===== src/rtl/instruction_decode_pipe.sv =====
// -----------------------------------------------------------------------------
// instruction_decode_pipe
//
// Purpose:
//   Pipelined instruction decoder sitting between fetch and execute. Fetched
//   instruction/opcode pairs are queued in a DEPTH-entry buffer. The buffer
//   head is decoded into a registered control bundle that is handed to
//   execute over its own handshake. A synchronous flush discards all queued
//   and decoded work, for example on a branch/jump redirect.
//
// Handshakes (both sides):
//   A transfer happens on a rising clk edge where valid && ready are both 1.
//   The producer holds its payload stable while valid && !ready. ready may
//   depend only on registered state (plus flush on the input side) and never
//   on the partner's valid in the same cycle.
//
// Ports:
//   clk, rst_n      clock (rising edge) and asynchronous active-low reset
//   flush           synchronous flush, highest priority after reset
//   in_valid/in_ready/in_instr/in_opcode
//                   fetch side; in_ready = !full && !flush
//   out_valid/out_ready
//                   execute side handshake for the decoded bundle
//   out_instr, out_alu_op, out_data_src, out_reg_write, out_branch_op,
//   out_jump_op, out_illegal
//                   decoded bundle, held stable while stalled
//   count           buffer occupancy 0..DEPTH (excludes the decode register)
// -----------------------------------------------------------------------------
module instruction_decode_pipe #(
    parameter int XLEN  = 32,
    parameter int DEPTH = 4,
    parameter int CNT_W = $clog2(DEPTH + 1)
) (
    input  logic             clk,
    input  logic             rst_n,
    input  logic             flush,
    input  logic             in_valid,
    output logic             in_ready,
    input  logic [XLEN-1:0]  in_instr,
    input  logic [4:0]       in_opcode,
    output logic             out_valid,
    input  logic             out_ready,
    output logic [XLEN-1:0]  out_instr,
    output logic [4:0]       out_alu_op,
    output logic [1:0]       out_data_src,
    output logic [1:0]       out_reg_write,
    output logic [4:0]       out_branch_op,
    output logic [4:0]       out_jump_op,
    output logic             out_illegal,
    output logic [CNT_W-1:0] count
);

    localparam int PTR_W = (DEPTH > 1) ? $clog2(DEPTH) : 1;

    localparam logic [4:0] OP_RTYPE  = 5'b00000;
    localparam logic [4:0] OP_ITYPE  = 5'b00100;
    localparam logic [4:0] OP_BRANCH = 5'b01000;
    localparam logic [4:0] OP_JUMP   = 5'b01001;

    // Buffer storage. Contents need no reset: an entry is only read after
    // it has been written, tracked by count_q.
    logic [XLEN-1:0]  instr_mem  [DEPTH];
    logic [4:0]       opcode_mem [DEPTH];

    logic [PTR_W-1:0] wr_ptr;
    logic [PTR_W-1:0] rd_ptr;
    logic [CNT_W-1:0] count_q;
    logic [CNT_W-1:0] count_next;
    logic             full_q;

    logic             push;
    logic             load;
    logic             fifo_empty;

    logic [XLEN-1:0]  head_instr;
    logic [4:0]       head_opcode;

    logic [4:0]       dec_alu_op;
    logic [1:0]       dec_data_src;
    logic [1:0]       dec_reg_write;
    logic [4:0]       dec_branch_op;
    logic [4:0]       dec_jump_op;
    logic             dec_illegal;

    // Registered full flag keeps in_ready free of any combinational path
    // from out_ready; a pop in the same cycle does not open a slot early.
    assign in_ready   = !full_q && !flush;
    assign push       = in_valid && in_ready;
    assign fifo_empty = (count_q == '0);
    assign load       = !flush && !fifo_empty && (!out_valid || out_ready);
    assign count      = count_q;

    always_comb begin
        count_next = count_q;
        case ({push, load})
            2'b10:   count_next = count_q + CNT_W'(1);
            2'b01:   count_next = count_q - CNT_W'(1);
            default: count_next = count_q;
        endcase
    end

    // DEPTH is a power of two, so pointer increment wraps by overflow.
    always_ff @(posedge clk or negedge rst_n) begin
        if (!rst_n) begin
            wr_ptr  <= '0;
            rd_ptr  <= '0;
            count_q <= '0;
            full_q  <= 1'b0;
        end else if (flush) begin
            wr_ptr  <= '0;
            rd_ptr  <= '0;
            count_q <= '0;
            full_q  <= 1'b0;
        end else begin
            if (push) begin
                wr_ptr <= wr_ptr + PTR_W'(1);
            end
            if (load) begin
                rd_ptr <= rd_ptr + PTR_W'(1);
            end
            count_q <= count_next;
            full_q  <= (count_next == CNT_W'(DEPTH));
        end
    end

    always_ff @(posedge clk) begin
        if (push) begin
            instr_mem[wr_ptr]  <= in_instr;
            opcode_mem[wr_ptr] <= in_opcode;
        end
    end

    assign head_instr  = instr_mem[rd_ptr];
    assign head_opcode = opcode_mem[rd_ptr];

    // Decode of the buffer head; unknown opcodes produce an all-zero
    // control set and raise the illegal flag.
    always_comb begin
        dec_alu_op    = 5'b00000;
        dec_data_src  = 2'b00;
        dec_reg_write = 2'b00;
        dec_branch_op = 5'b00000;
        dec_jump_op   = 5'b00000;
        dec_illegal   = 1'b0;
        case (head_opcode)
            OP_RTYPE: begin
                dec_alu_op    = head_instr[4:0];
                dec_data_src  = 2'b11;
                dec_reg_write = 2'b10;
            end
            OP_ITYPE: begin
                dec_data_src  = 2'b10;
                dec_reg_write = 2'b10;
            end
            OP_BRANCH: begin
                dec_alu_op    = 5'b01000;
                dec_data_src  = 2'b01;
                dec_branch_op = 5'b00001;
            end
            OP_JUMP: begin
                dec_jump_op   = 5'b00001;
            end
            default: begin
                dec_illegal   = 1'b1;
            end
        endcase
    end

    // Decode register: loads whenever it is empty or being consumed and the
    // buffer has something; drops valid when consumed with nothing behind.
    always_ff @(posedge clk or negedge rst_n) begin
        if (!rst_n) begin
            out_valid     <= 1'b0;
            out_instr     <= '0;
            out_alu_op    <= '0;
            out_data_src  <= '0;
            out_reg_write <= '0;
            out_branch_op <= '0;
            out_jump_op   <= '0;
            out_illegal   <= 1'b0;
        end else if (flush) begin
            out_valid     <= 1'b0;
            out_instr     <= '0;
            out_alu_op    <= '0;
            out_data_src  <= '0;
            out_reg_write <= '0;
            out_branch_op <= '0;
            out_jump_op   <= '0;
            out_illegal   <= 1'b0;
        end else if (load) begin
            out_valid     <= 1'b1;
            out_instr     <= head_instr;
            out_alu_op    <= dec_alu_op;
            out_data_src  <= dec_data_src;
            out_reg_write <= dec_reg_write;
            out_branch_op <= dec_branch_op;
            out_jump_op   <= dec_jump_op;
            out_illegal   <= dec_illegal;
        end else if (out_ready) begin
            out_valid     <= 1'b0;
        end
    end

endmodule


===== config.mk =====
export PLATFORM = sky130hd
export DESIGN_NAME = instruction_decode_pipe
export DESIGN_NICKNAME = d
export VERILOG_FILES = /design/src/rtl/instruction_decode_pipe.sv
export SDC_FILE = /design/constraint.sdc
export NUM_CORES = 1
export LEC_CHECK = 0
export CORE_MARGIN = 5
export CORE_UTILIZATION = 55
export CTS_CLUSTER_DIAMETER = 40
export DETAILED_ROUTE_END_ITERATION = 12
export PLACE_DENSITY = 0.79
export SETUP_SLACK_MARGIN = 0.1
export SYNTH_ARGS = -nofsm -noshare
export SYNTH_HDL_FRONTEND = slang
export SYNTH_SLANG_ARGS = --single-unit

===== constraint.sdc =====
create_clock -name clk -period 3.04 [get_ports clk]
set_input_delay 0.304 -clock clk [delete_from_list [all_inputs] [get_ports clk]]
set_output_delay 0.304 -clock clk [all_outputs]
set_load 0.01 [all_outputs]

[Word level (Yosys, flattened, before mapping)]
Memories as Yosys holds them, arrays and structs flattened.
Index checks and enable logic that the tools add are counted.
Word-level totals
  register bits after elaboration: 61
  input bits: 42
  memory bits (writable): 148
  memories kept: 2
  output and inout port bits: 57
Operators by class
  reductions and logical operators: 16
  add/sub/neg operators: 4
  equal/unequal tests: 6
  muxes and demuxes: 32
Memories
  instr_mem: words 4, width 32, rd ports 1, clocked after Yosys merged registers in 0, write ports 1, line 62  | logic [XLEN-1:0] instr_mem [DEPTH];
  opcode_mem: words 4, width 5, rd ports 1, clocked after Yosys merged registers in 0, write ports 1, line 63  | logic [4:0] opcode_mem [DEPTH];
Operators with widths (number)
  $mux W32: 2
  $mux W5: 6
  $mux W2: 9
  $mux W1: 11
  $eq A5 B4 Y1 const B: 2
  $pmux W5 S2: 1
  $pmux W2 S3: 1
  $pmux W3 S2: 1
  $eq A5 B3 Y1 const B: 1
  $logic_not A5 Y1: 1
  $add A2 B1 Y2 const B: 2
  $logic_and A1 B1 Y1: 4
  $logic_not A1 Y1: 4
  $reduce_bool A2 Y1: 2
  $reduce_or A4 Y1: 1
  $add A3 B1 Y3 const B: 1
  $eq A3 B3 Y1 const B: 1
  $logic_not A3 Y1: 1
  $mux W3: 1
  $reduce_bool A3 Y1: 1
  $sub A3 B1 Y3 const B: 1
  $eq A2 B1 Y1 const B: 1
  $eq A2 B2 Y1 const B: 1
  $reduce_or A2 Y1: 1
  $logic_or A1 B1 Y1: 1

[Logic depth before layout (Yosys ltp)]
  depth after elaboration: 8
  gate-level depth with buffers: 11
  depth with buffers taken out: 10

[Least setup slack after synthesis]
No wires, ideal clock.
  path type: register -> register
  from: register count_q[0] (netlist: count[0])
  to: register full_q
  cell stages (with the launch flop): 12
  data arrival time: 2.088 ns
  setup slack: 0.816 ns
  cells stage by stage: dfrtp_1 -> nor3_2 -> a21o_1 -> buf_2 -> nor2_1 -> ha_1 -> inv_1 -> fa_1 -> xor2_1 -> nor2_1 -> xnor2_1 -> nor3_1
Between the ends
  cells in the longest elaborated chain, start to end: 8
  elaborated cells between the ends (all ways): 11
RTL lines
  start: declaration: line 67  | logic [CNT_W-1:0] count_q;
  start signal: assignment: line 121  | count_q <= count_next;
  $logic_not A3 Y1: line 89  | assign fifo_empty = (count_q == '0);
  $logic_not A1 Y1: line 90  | assign load = !flush && !fifo_empty && (!out_valid || out_ready);
  $logic_and A1 B1 Y1 (2 in a row): line 90
  $eq A2 B1 Y1 / $eq A2 B2 Y1 (equally long branches): line 95  | case ({push, load})
  $pmux W3 S2 (*): line 95
  $eq A3 B3 Y1 (*): line 122  | full_q <= (count_next == CNT_W'(DEPTH));
  $mux W1 (*): line 109  | end else if (flush) begin
  end signal: assignment: line 122
  end: declaration: line 69  | logic full_q;
Every way passes the cells marked *; elsewhere a longest branch is shown, timed or not.
A chain may end at the register's enable or synchronous reset.

[Final worst setup path]
Same ends and word-level chain as after synthesis.

==> metrics.md <==
| Metric | Value |
|---|---|
| Area grow syn2layout | 21.89% |
| Most used cell, CP | nor2_1 |
| DIE HEIGHT | approximately 130 um |
| Relative slew margins | between 40% and 50% |
| Reg2reg start | count[0]$_DFF_PN0_ |
| Final nets | 585 |
| Synthesized instance count | 437 |
| GP Congestion | roughly 0.77 |
| CP top delay family | adder cells |
| Post-route cell area | 9364 um2 |
| Worst R2R Setup Slack | ~0.72 ns |
| Fill count | ~950 |
| Vias | ~4,100 |
| TritonRoute pass-1 iters | 5 |
| Final Skew | a little under 0.008 ns |
| Clock root buffer | clkbuf_16 |
| Max stage delay on crit path | around 0.46 ns |
| Largest net degree at the start of global routing | 43 |
| Final setup margin | 0.7190 ns |
| Crit path time final | 2.321 ns |
| Final setup vio count | 0 |
| CORE AREA | approximately 14,000 um2 |
| Boundary Pins | approximately 100 |
| Status | finished, final reports clean |
| Async S/R FF share, synth | a little over a quarter |
| Num rows | 43 |
| CTS clk-pin slew, worst paths | around 0.060 ns |
| Die width | 128.2 um |
| Drt initial violations | about 270 |
| Placed instance count | 697 |
| I/O Buffers | 89 |
| Initial antenna violation count | 0 |
| First-pass GRT wire length | 23,780 um |
| DP Area | between 8000 and 9000 um2 |
| CP arrival | 2.61 ns |
| CP max-delay cell | dfrtp_1 |
| CTS Buf Count | 17 |
| Register bit total from synthesis | 200 |
| Distinct cells, synth | 35 |
| Fraction of layout cells with a size suffix above 1 | between 10% and 20% |
| Slew Limit Fails | 0 |
| CP endpoint kind | register |
| Ant diodes | 0 |
| CTS H-tree lvls | 4 |
| Post-layout util | 67.99% |
| Max Cap Viol | 0 |
| Hold/Removal Path Class | in2reg |
| Crit path capture | full_q$_DFF_PN0_ |
| TritonCTS Sinks | 200 |
| Synth Cell Area | approximately 7700 um2 |
| Worst path bufs/invs | 1 |
| Syn Area/Cell | between 15 and 20 um2 |
| Critical path, cell by cell | nor3_2 -> a21o_1 -> nor2_1 -> ha_1 -> inv_1 -> fa_1 -> xor2_1 -> nor2_1 -> xnor2_1 -> nor3_1 |
| Worst path depth | 10 |
| Skew-Pair Late Insertion Delay | ~0.43 ns |
| CTS tree | done |
| Maximum fanout along the worst path | 6 |
| DR WL/cell | 20.41 um |
| Power per cell area | 846.4 nW/um2 |
| Post-DP HPWL | between 9000 and 10,000 um |
| VDD IR-drop max | 443.5 uV |
| Final hold viol count | 0 |
| Worst Setup SP | count[0]$_DFF_PN0_ |
| Footprint of the multi-input gates | 1767 um2 |
| CTS Buffer Depth | 2 |
| # DRC | 0 |
| Post-DRT Antenna Nets | 0 |
| Register area | approximately 5700 um2 |
| Least-Margin Pin Slew | ~0.83 ns |
| Register area share after synthesis | about three quarters |
| Vias in the first global route | around 4,400 |
| Post-CTS Resized | 0 |
| Synth Warn # | 0 |
| Initial Util | 55.78% |
| Fmax | 430.8 MHz |
| Final WL | 14,900 um |
| Crit Path Class | reg2reg |
| Setup Total Neg Slack | 0 ns |
| Worst setup SP type | register |
| Grt ovf | 0 |
| Top_reg_cell synth | edfxtp_1 |
| Final period utilization | about 76% |
| Die area | approximately 16,000 um2 |
| EDFF count, synth | around 150 |
| Worst slack, placed | 0.4206 ns |
| Reg2reg path depth | 10 |
| Via-per-instance ratio | 5.658 |
| RSZ-0062 raised after global routing | false |
| Critical Path RT | roughly 3.3 ns |
| Total GRT Usage | about a fifth |
| Pleak | approximately 3.4 nW |
| Crit Reg-Reg Endpoint | full_q$_DFF_PN0_ |
| Final cell count without fillers | 730 |
==> final cells by class <==
type                            count  share of cell area (%)
Sequential cell                   200                   61.38
Inverter                            7                  0.2806
Clock inverter                      7                  0.9621
Multi-Input combinational cell    208                   18.87
Timing Repair Buffer              103                   10.69
Tap cell                          180                   2.405
Clock buffer                       25                   5.412
==> metrics by stage <==
step           total power [W]  hold WS (ns)
6_report              0.007926        0.4004
3_5_place_dp          0.005753        0.4396
3_3_place_gp          0.005668        0.4271
5_1_grt               0.008320        0.4342
4_1_cts               0.007989        0.3815
2_1_floorplan         0.004820      0.008409
==> power breakdown <==
part	total (W)	internal, W	switching [W]
Combinational	0.00216	0.00104	0.00113
Sequential	0.00352	0.00330	0.000224
Clock	0.00224	0.00132	0.000917
==> tightest hold or removal path: stages <==
cell	delay [ns]
buf_2	0.11
nor2_1	0.15
a21o_1	0.21
==> kinds of logic (layout without fill, tap and decap cells) <==
| kind of cell | count (synthesis) | count (layout) | synth area share, % |
|---|---|---|---|
| flip-flops | 200 | 200 | 74.79 |
| adder cells (fa/ha/maj) | 6 | 6 | 1.075 |
| AO/OA/AOI/OAI | 47 | 47 | 3.681 |
| other | 1 | 9 | 0.04881 |
| multiplexers | 39 | 39 | 11.04 |
| XOR/XNOR | 6 | 6 | 0.6842 |
| buffers and inverters | 37 | 142 | 2.818 |
| AND/OR/NAND/NOR | 101 | 101 | 5.863 |
==> layer usage <==
metal	track usage [%]	up-vias	routed length [um]
met1	24.75	2120	5953
met5	0	-	0
li1	-	1827	-
met3	4.792	23	950
met4	7.553	0	296
met2	33.10	160	7701
==> Yosys cell counts, types with 6 or more instances <==
master | instances | share of area, %
mux4_2 | 30 | 8.8
a21o_1 | 7 | 0.68
clkbuf_1 | 7 | 0.34
a21oi_1 | 32 | 2.1
nor2_1 | 16 | 0.78
nand2_1 | 64 | 3.1
and2_1 | 6 | 0.49
dfrtp_1 | 52 | 17
edfxtp_1 | 148 | 58
buf_4 | 11 | 1.1
inv_1 | 7 | 0.34
==> cell usage in the layout (no fill, tap or decap), types with 2 or more instances in the layout <==
| cell type | instances |
|---|---|
| inv_1 | 7 |
| buf_4 | 12 |
| xor2_1 | 3 |
| clkinvlp_4 | 2 |
| ha_1 | 5 |
| nor2_1 | 16 |
| a21o_1 | 7 |
| mux4_1 | 5 |
| mux4_2 | 30 |
| nor2b_1 | 3 |
| nand2_1 | 64 |
| clkinv_2 | 3 |
| clkdlybuf4s50_1 | 87 |
| mux2i_1 | 3 |
| buf_2 | 2 |
| dfrtp_2 | 2 |
| dfrtp_1 | 50 |
| and3_2 | 4 |
| nor3_1 | 2 |
| nand3_1 | 2 |
| and2_1 | 6 |
| edfxtp_1 | 148 |
| clkbuf_8 | 3 |
| bufinv_16 | 2 |
| clkbuf_16 | 18 |
| a21oi_1 | 31 |
| xnor2_1 | 3 |
| a22o_1 | 4 |
| conb_1 | 9 |
| clkbuf_1 | 4 |
==> repair_timing <==
item	CTS	global route
hold buffers	1	0
buffers inserted	0	0
endpoints found under the hold margin	34	0
==> state kept, by name, summed over array words and instances, names as in the netlist, 2 cells and up <==
register      flops
wr_ptr            2
count             3
out_alu_op        5
instr_mem       128
out_data_src      2
opcode_mem       20
out_instr        32
rd_ptr            2
==> worst min path at each step <==
stage | from | to | slack (ns) | cells past startpoint
CTS | flush | out_branch_op[0]$_DFFE_PN0P_ | 0.38 | 3
finish | flush | out_branch_op[0]$_DFFE_PN0P_ | 0.40 | 3
detailed placement | rst_n | out_instr[1]$_DFFE_PN0P_ | 0.44 | 1
global route | flush | out_instr[4]$_DFFE_PN0P_ | 0.43 | 3
floorplan | rst_n | count[0]$_DFF_PN0_ | 0.008 | 0
global placement | rst_n | out_alu_op[1]$_DFFE_PN0P_ | 0.43 | 1
Power figures use the tool's default switching activity.
